**config.mk**
```make
export PLATFORM = sky130hd
export DESIGN_NAME = i2c_reg_ctrl
export DESIGN_NICKNAME = d
export VERILOG_FILES = /design/src/rtl/i2c_reg_pkg.sv /design/src/rtl/i2c_sync_edge.sv /design/src/rtl/i2c_reg_ctrl.sv
export SDC_FILE = /design/constraint.sdc
export NUM_CORES = 1
export LEC_CHECK = 0
export ABC_AREA = 1
export BUFFER_PORTS_ARGS = -buffer_cell sky130_fd_sc_hd__buf_2
export CAP_MARGIN = 0
export CORE_MARGIN = 2
export CORE_UTILIZATION = 40
export CTS_CLUSTER_SIZE = 40
export DETAILED_ROUTE_END_ITERATION = 8
export SKIP_LAST_GASP = 1
export SLEW_MARGIN = 10
export SYNTH_ARGS = -nofsm -noshare
export SYNTH_HDL_FRONTEND = slang
export SYNTH_HIERARCHICAL = 1
export SYNTH_SLANG_ARGS = --single-unit
```
**constraint.sdc**
```tcl
create_clock -name clk -period 1.5 [get_ports clk]
set_input_delay 0.075 -clock clk [delete_from_list [all_inputs] [get_ports clk]]
set_output_delay 0.075 -clock clk [all_outputs]
set_load 0.005 [all_outputs]
```
**src/rtl/i2c_reg_pkg.sv**
```systemverilog
// Shared types and constants for the I2C register-bank controller.
// Holds the controller state encoding, byte width and default address width.
package i2c_reg_pkg;

    localparam int BYTE_W = 8;
    localparam int DEF_AW = 4;

    typedef enum logic [2:0] {
        ST_IDLE     = 3'd0,
        ST_PTR      = 3'd1,
        ST_WR_DATA  = 3'd2,
        ST_RD_FETCH = 3'd3,
        ST_RD_LOAD  = 3'd4,
        ST_RD_HOLD  = 3'd5
    } state_t;

endpackage

```
**src/rtl/i2c_sync_edge.sv**
```systemverilog
// Multi-flop synchronizer followed by a rising-edge detector.
// Ports: clk, rst (sync, active-high), sig_in (async level), pulse (1-cycle).
module i2c_sync_edge #(
    parameter int SYNC_STAGES = 2
) (
    input  logic clk,
    input  logic rst,
    input  logic sig_in,
    output logic pulse
);

    // Never fewer than two flops, whatever the caller asks for.
    localparam int N = (SYNC_STAGES < 2) ? 2 : SYNC_STAGES;

    logic [N-1:0] sync_q;
    logic         last_q;

    always_ff @(posedge clk) begin
        if (rst) begin
            sync_q <= '0;
            last_q <= 1'b0;
        end else begin
            sync_q <= {sync_q[N-2:0], sig_in};
            last_q <= sync_q[N-1];
        end
    end

    assign pulse = sync_q[N-1] & ~last_q;

endmodule

```
**src/rtl/i2c_reg_ctrl.sv**
```systemverilog
// Sequences i2c_slave byte events into register-bank reads and writes.
// Ports: clk/rst; slave side i2c_data_out, i2c_r_w, i2c_data_vld, i2c_start,
// i2c_stop in and i2c_ready, i2c_data_in out; bank side reg_addr, reg_wdata,
// reg_we, reg_re out and reg_rdata in; busy out (state is not IDLE).
module i2c_reg_ctrl
    import i2c_reg_pkg::*;
#(
    parameter int AW          = DEF_AW,
    parameter int SYNC_STAGES = 2
) (
    input  logic              clk,
    input  logic              rst,
    input  logic [BYTE_W-1:0] i2c_data_out,
    input  logic              i2c_r_w,
    input  logic              i2c_data_vld,
    input  logic              i2c_start,
    input  logic              i2c_stop,
    output logic              i2c_ready,
    output logic [BYTE_W-1:0] i2c_data_in,
    output logic [AW-1:0]     reg_addr,
    output logic [BYTE_W-1:0] reg_wdata,
    output logic              reg_we,
    output logic              reg_re,
    input  logic [BYTE_W-1:0] reg_rdata,
    output logic              busy
);

    logic ev_data;
    logic ev_start;
    logic ev_stop;

    i2c_sync_edge #(.SYNC_STAGES(SYNC_STAGES)) u_sync_data (
        .clk    (clk),
        .rst    (rst),
        .sig_in (i2c_data_vld),
        .pulse  (ev_data)
    );

    i2c_sync_edge #(.SYNC_STAGES(SYNC_STAGES)) u_sync_start (
        .clk    (clk),
        .rst    (rst),
        .sig_in (i2c_start),
        .pulse  (ev_start)
    );

    i2c_sync_edge #(.SYNC_STAGES(SYNC_STAGES)) u_sync_stop (
        .clk    (clk),
        .rst    (rst),
        .sig_in (i2c_stop),
        .pulse  (ev_stop)
    );

    // Resolve same-cycle events: start beats stop beats data.
    logic do_start;
    logic do_stop;
    logic do_data;

    assign do_start = ev_start;
    assign do_stop  = ev_stop & ~ev_start;
    assign do_data  = ev_data & ~ev_start & ~ev_stop;

    state_t        state;
    state_t        state_n;
    logic [AW-1:0] ptr;

    always_comb begin
        state_n = state;
        if (do_start) begin
            state_n = i2c_r_w ? ST_RD_FETCH : ST_PTR;
        end else if (do_stop) begin
            state_n = ST_IDLE;
        end else begin
            unique case (state)
                ST_PTR:      if (do_data) state_n = ST_WR_DATA;
                ST_RD_FETCH: state_n = ST_RD_LOAD;
                ST_RD_LOAD:  state_n = ST_RD_HOLD;
                ST_RD_HOLD:  if (do_data) state_n = ST_RD_FETCH;
                default:     state_n = state;
            endcase
        end
    end

    always_ff @(posedge clk) begin
        if (rst) begin
            state       <= ST_IDLE;
            ptr         <= '0;
            reg_addr    <= '0;
            reg_wdata   <= '0;
            reg_we      <= 1'b0;
            i2c_ready   <= 1'b0;
            i2c_data_in <= '0;
        end else begin
            state  <= state_n;
            reg_we <= 1'b0;
            if (do_start || do_stop) begin
                i2c_ready <= 1'b0;
            end else begin
                unique case (state)
                    ST_PTR: begin
                        if (do_data) ptr <= i2c_data_out[AW-1:0];
                    end
                    ST_WR_DATA: begin
                        if (do_data) begin
                            reg_we    <= 1'b1;
                            reg_addr  <= ptr;
                            reg_wdata <= i2c_data_out;
                            ptr       <= ptr + AW'(1);
                        end
                    end
                    ST_RD_LOAD: begin
                        // Bank data arrives one cycle after the fetch.
                        i2c_data_in <= reg_rdata;
                        i2c_ready   <= 1'b1;
                        ptr         <= ptr + AW'(1);
                    end
                    ST_RD_HOLD: begin
                        if (do_data) i2c_ready <= 1'b0;
                    end
                    default: ;
                endcase
            end
            // Present the fetch address together with reg_re.
            if (state_n == ST_RD_FETCH) reg_addr <= ptr;
        end
    end

    assign reg_re = (state == ST_RD_FETCH);
    assign busy   = (state != ST_IDLE);

    a_we_re_excl: assert property (
        @(posedge clk) disable iff (rst) !(reg_we && reg_re)
    );

endmodule

```
==> impl_metrics.py, run 1 <==
metrics = {
    "sta": {
        "rsz0062_at_grt": "yes",
        "period_share_pct": 92.9,
        "hold_slack_ns": 0.0311,
        "timing.final.crit_period_ns": 1.39,
        "slew_viol_final": 0,
        "fin_ws_ns": 0.107,
        "fmax_mhz": 718,
        "slew_headroom_pct": 80.0,
        "setup_violations": 0,
        "skew_ns": 0.00532,
        "hold_viol_final": 0,
        "worst_pin_slew_ns": 0.296,
    },
    "global_route": {
        "grt_pass1_wl_mm": 4.78,
        "track_usage_pct": 14.2,
        "grt_pass1_vias": 1081,
        "antenna_found_initial": 0,
        "overflow": 0,
        "grt_max_degree": 24,
    },
    "detailed_routing": {
        "vias": 1395,
        "dr.first_iter.drc_count": 38,
        "ant_nets": 0,
        "drt_wl_total_mm": 3.24,
        "drc": 0,
        "vias_per_cell": 4.47,
        "wl_per_cell_um": 10.4,
        "drtPass1Iterations": 4,
    },
    "synthesis": {
        "synth_area_um2": 1620,
        "ys_seq_area_share_pct": 46.8,
        "postSynthAreaPerCell_um2": 7.88,
        "yosys_warnings": 6,
        "synthCells": 206,
        "ys_seq_elements": 38,
        "synth_cell_types": 25,
        "syn_nets": 229,
    },
    "clock_tree": {
        "clkSinkCount": 38,
        "numCtsBuffers": 5,
        "insertion_delay_ns": 0.29,
        "cts_tree": "done",
        "path_clk_slew_ns": 0.07,
        "post_cts_buffers": 0,
        "htree_levels": 2,
        "cts_buffer_depth": 2,
        "cts_root_buffer": "clkbuf_8",
    },
    "floorplan": {
        "core_area_um2": 3940,
        "placementRows": 23,
        "dieArea_um2": 4590,
        "die_width_um": 67.7,
        "die_h_um": 67.7,
        "io_pins": 46,
        "initial_core_util_pct": 41.2,
    },
    "power_and_ir_drop": {
        "leakage_nw": 0.980,
        "powerDensity_nw_per_um2": 946,
        "peakVddDrop_mv": 0.530,
    },
    "worst_setup_path": {
        "path_cells": "inv_1 > nor2_2 > nor2_4 > nand2_1 > nand2_2 > nand2_2 > nand2_2 > nand2_4 > nand3_4 > a21oi_1 > nor2_1",
        "end_kind": "register",
        "path_depth": 11,
        "worst_ep_arrival_time_ns": 1.58,
        "cp.required_ns": 1.68,
        "path_common_cell": "nand2_2",
        "crit_family": "simple AND/OR/NAND/NOR gates",
        "cp_slowest_cell": "dfxtp_1",
        "cpPeakStageDelay_ns": 0.31,
        "reg2regPathDepth": 11,
        "worstPathMaxFanout": 8,
        "path_buf_inv": 1,
        "path_class": "reg2reg",
        "cp-start-kind": "register",
    },
    "layout": {
        "antennaDiodeCount": 0,
        "fill_cells": 384,
        "layout_common_cells": "buf_2, dfxtp_1, inv_1",
        "nets": 284,
        "syn2layout_area_growth_pct": 25.7,
        "multi_input_area_um2": 676,
        "drive_above_1_share_pct": 33.2,
        "seqCellArea_um2": 764,
        "layout_commonest_cell": "buf_2",
    },
    "place": {
        "post-place-ws_ns": 0.0131,
        "globalplace.congestion": 0.830,
        "io_buffers": 45,
        "dp_hpwl_mm": 2.28,
    },
    "hold_path": {
        "min_path_cells": 3,
        "min_path_type": "in2reg",
    },
    "flow_run": {
        "drv_cap": 0,
    },
    "run_status": {
        "outcome": "completed",
    },
}
## Yosys cell counts
cell type,count,area [µm²]
o21ai_2,1,8.76
inv_1,35,131
bufbuf_8,1,18.8
o21ai_0,24,120
nand2_1,18,67.6
nand4_1,2,12.5
nand2_4,2,22.5
nand3_1,7,35.0
nor2_4,2,22.5
nand3_4,1,17.5
buf_4,1,7.51
nand3_2,3,30.0
a21oi_1,23,115
dfxtp_1,38,761
inv_2,2,7.51
a211oi_2,1,12.5
clkbuf_1,1,3.75
xor2_1,1,8.76
and2_2,1,7.51
nor2_1,29,109
nor2_2,2,12.5
ha_1,1,12.5
nand2_2,6,37.5
o311ai_0,1,8.76
buf_6,3,33.8
## worst register-to-register path: stages (launching register included)
cell     delay [ns]
dfxtp_1        0.31
inv_1          0.05
nor2_2         0.16
nor2_4         0.07
nand2_1        0.11
nand2_2        0.10
nand2_2        0.07
nand2_2        0.06
nand2_4        0.07
nand3_4        0.10
a21oi_1        0.15
nor2_1         0.06
## final timing paths
kind / slack (ns) / end / start
min: 0.03 / reg_wdata[3] / i2c_data_out[3]
max reg2reg: 0.11 / reg_addr[3] / u_sync_start/sync_q[1]
max: 0.11 / reg_addr[3] / u_sync_start/sync_q[1]
min reg2reg: 0.40 / u_sync_stop/sync_q[1] / u_sync_stop/sync_q[0]
## report_power, final
group,switching [W],leakage (nW),internal [W]
Clock,0.000352,0.0472,0.000369
Sequential,0.0000161,0.310,0.00103
Combinational,0.0000897,0.623,0.0000721
Total,0.000458,0.980,0.00147
## sequential cells by signal, indices dropped and copies added, names as in the netlist
signal               flops
u_sync_data/sync_q       2
u_sync_data/last_q       1
reg_wdata                8
reg_addr                 4
u_sync_start/last_q      1
state                    3
reg_we                   1
u_sync_stop/last_q       1
u_sync_start/sync_q      2
i2c_data_in              8
i2c_ready                1
u_sync_stop/sync_q       2
ptr                      4
## area by class of cell
cell class                 instances  share of cell area (%)
clock buffer                       6                    4.05
clock inverter                     2                   0.613
inverter                          37                    6.99
timing repair buffer              53                    14.3
multi-input combinational        125                    33.1
sequential                        38                    37.5
tap                               50                    3.07
timing repair inverter             1                   0.368
## logic make-up (layout without fill, tap and decap cells)
family          Yosys count  in the layout  share of synthesized area (%)
buf+inv                  43             99                           12.5
simple gates             73             73                           23.0
xor+xnor                  1              1                          0.539
fa+ha+maj                 1              1                          0.770
compound gates           50             50                           16.3
flops                    38             38                           46.8
## repair_timing
| action | in CTS | in global routing |
|---|---|---|
| endpoints found under the setup margin | 0 | 19 |
| hold endpoints to repair | 3 | 0 |
| resized for setup | 0 | 12 |
| hold buffers | 3 | 0 |
## metrics by stage
stage,util (%),setup TNS (ns),cell area (µm²),power (W),cells
after floorplan,-,0,1620,0.00116,206
after CTS,51.0,0,2010,0.00195,311
final,51.8,0,2040,0.00193,312
after detailed placement,47.8,0,1890,0.00122,300
after global placement,47.8,0,1890,0.00122,300
after global routing,51.8,-0.153,2040,0.00202,312
## metal layers
metal | vias to the layer above | global-route usage [%] | part of all wire, %
met1 | 595 | 19.2 | 47
met5 | - | 0 | 0
li1 | 760 | - | -
met4 | 0 | 5.36 | 1.5
met3 | 5 | 5.67 | 6.4
met2 | 35 | 20.2 | 45
No activity file was read; power rests on OpenSTA's default activity.
==> run 2, diff against run 1 <==
--- a/config.mk
+++ b/config.mk
@@ -9,4 +9,5 @@
 export BUFFER_PORTS_ARGS = -buffer_cell sky130_fd_sc_hd__buf_2
 export CAP_MARGIN = 0
+export CORE_ASPECT_RATIO = 0.6
 export CORE_MARGIN = 2
 export CORE_UTILIZATION = 40
==> constraint.sdc (replaced) <==
create_clock -name clk -period 1.5 [get_ports clk]
set_input_delay 0.075 -clock clk [delete_from_list [all_inputs] [get_ports clk]]
set_output_delay 0.075 -clock clk [all_outputs]
set_load 0.05 [all_outputs]
==> impl_metrics.py, run 2 (synthesis results as in run 1) <==
metrics = {
    "run_status": {
        "outcome": "completed",
    },
    "worst_setup_path": {
        "path_cells": "inv_2 > nor2_4 > nor2_4 > buf_12 > nand3_4 > nand2_2 > nand2_2 > nand2_2 > nand3_4 > a21oi_1 > nor2_1",
        "cp_slowest_cell": "dfxtp_2",
        "path_buf_inv": 2,
        "end_kind": "register",
        "crit_family": "simple AND/OR/NAND/NOR gates",
        "path_common_cell": "nand2_2",
        "cp-start-kind": "register",
        "path_class": "reg2reg",
        "cpPeakStageDelay_ns": 0.32,
        "worst_ep_arrival_time_ns": 1.63,
        "worstPathMaxFanout": 8,
        "cp.required_ns": 1.68,
    },
    "layout": {
        "post-route-util_pct": 56.2,
        "stdcell_area_um2": 2130,
        "drive_above_1_share_pct": 39.0,
        "nets": 289,
        "top_regs": "i2c_data_in x8, reg_wdata x8",
        "syn2layout_area_growth_pct": 31.0,
        "layout_commonest_cell": "buf_2",
        "layout_common_cells": "buf_2, dfxtp_1, inv_1",
        "antennaDiodeCount": 0,
    },
    "clock_tree": {
        "insertion_delay_ns": 0.28,
        "htree_levels": 2,
        "numCtsBuffers": 5,
        "cts_root_buffer": "clkbuf_8",
        "cts_buffer_depth": 2,
        "path_clk_slew_ns": 0.07,
        "cts_tree": "done",
        "clkSinkCount": 38,
    },
    "sta": {
        "finalSetupTns_ns": 0,
        "fin_ws_ns": 0.0473,
        "skew_ns": 0.00285,
        "hold_viol_final": 0,
        "setup_violations": 0,
        "timing.final.crit_period_ns": 1.45,
        "slew_headroom_pct": 60.7,
        "rsz0062_at_grt": "yes",
        "period_share_pct": 96.8,
        "fmax_mhz": 688,
        "slew_viol_final": 0,
        "worst_pin_slew_ns": 0.589,
    },
    "floorplan": {
        "dieArea_um2": 4600,
        "initial_core_util_pct": 42.9,
        "io_pins": 46,
        "core_area_um2": 3790,
        "die_width_um": 86.3,
        "die_h_um": 53.4,
        "placementRows": 17,
    },
    "power_and_ir_drop": {
        "powerDensity_nw_per_um2": 935,
        "clock_power_share_pct": 36.5,
        "peakVddDrop_mv": 0.483,
        "leakage_nw": 1.02,
        "seqPwrFrac_pct": 52.7,
        "p_switching_w": 0.000500,
        "power.internal_w": 0.00149,
        "pwr-share-comb_pct": 10.8,
        "swShare_pct": 25.1,
    },
    "detailed_routing": {
        "drc": 0,
        "dr.first_iter.drc_count": 83,
        "vias": 1449,
        "wl_per_cell_um": 10.8,
        "ant_nets": 0,
        "drtPass1Iterations": 4,
        "drt_wl_total_mm": 3.38,
        "vias_per_cell": 4.61,
    },
    "place": {
        "placed_area_um2": 1890,
        "io_buffers": 45,
        "globalplace.congestion": 0.865,
        "dp_hpwl_mm": 2.33,
        "post-place-ws_ns": -0.00823,
    },
    "global_route": {
        "overflow": 0,
        "track_usage_pct": 14.7,
        "antenna_found_initial": 0,
        "grt_pass1_vias": 1170,
        "grt_pass1_wl_mm": 5.20,
        "grt_max_degree": 24,
    },
    "flow_run": {
        "drv_cap": 0,
    },
    "hold_path": {
        "min_path_type": "in2reg",
    },
}
-- run 2: changes by cell type in the layout (fill, tap and decap cells not counted), moves of 2 or more --
cell / before / now
a21oi_2: 0 / 2
buf_4: 5 / 10
nor2_4: 2 / 4
nor2_2: 5 / 3
a21oi_1: 23 / 21
nand2_2: 6 / 9
inv_1: 34 / 30
nand3_1: 7 / 5
nand2_1: 18 / 15
inv_2: 2 / 6
-- run 2: repair_timing --
item	CTS	global route
resized for setup	2	24
endpoints found under the setup margin	2	16
hold buffers	2	0
setup buffers	0	5
cloned	0	1
pin swaps	0	8
hold endpoints to repair	2	0
-- run 2: worst paths after layout --
path	from	end	slack, ns	depth (start not counted)
worst max register to register	u_sync_stop/sync_q[1]	reg_addr[3]	0.05	11
worst min register to register	u_sync_start/sync_q[0]	u_sync_start/sync_q[1]	0.40	2
worst min-delay path	i2c_stop	u_sync_stop/sync_q[0]	0.003	3
worst max-delay path	u_sync_stop/sync_q[1]	reg_addr[3]	0.05	11
-- run 2: cell type report --
type / instances / area, µm²
Multi-Input combinational cell: 125 / 719
Sequential cell: 38 / 764
Timing Repair inverter: 1 / 7.51
Clock buffer: 6 / 82.6
Inverter: 37 / 143
Clock inverter: 2 / 12.5
Timing Repair Buffer: 58 / 340
Tap cell: 47 / 58.8
Fill cell: 370 / 1660
-- run 2: power by group through the flow --
stage	logic, W	clock network, W	registers (W)
6_report	0.000216	0.000726	0.00105
5_1_grt	0.000241	0.000802	0.00105
4_1_cts	0.000187	0.000751	0.00105
3_5_place_dp	0.000182	0	0.00107
3_3_place_gp	0.000181	0	0.00107
2_1_floorplan	0.000104	0	0.00109
-- run 2: layer usage --
metal	up-vias	global-route usage, %	wire [µm]
li1	774	-	-
met1	637	20.5	1760
met2	38	20.8	1380
met3	0	6.08	245
met4	0	3.91	0
met5	-	0	0
-- run 2: tightest hold or removal path: stages --
cell and delay (ns):
buf_2 0.09, inv_1 0.04, nor2_1 0.04
-- run 2: stage by stage --
| stage | hold WS (ns) | power, W | instances |
|---|---|---|---|
| 2_1_floorplan | 0.144 | 0.00119 | 206 |
| 5_1_grt | 0.00253 | 0.00209 | 314 |
| 3_3_place_gp | 0.276 | 0.00125 | 298 |
| 6_report | 0.00301 | 0.00199 | 314 |
| 4_1_cts | 0.00210 | 0.00198 | 308 |
| 3_5_place_dp | 0.284 | 0.00125 | 298 |
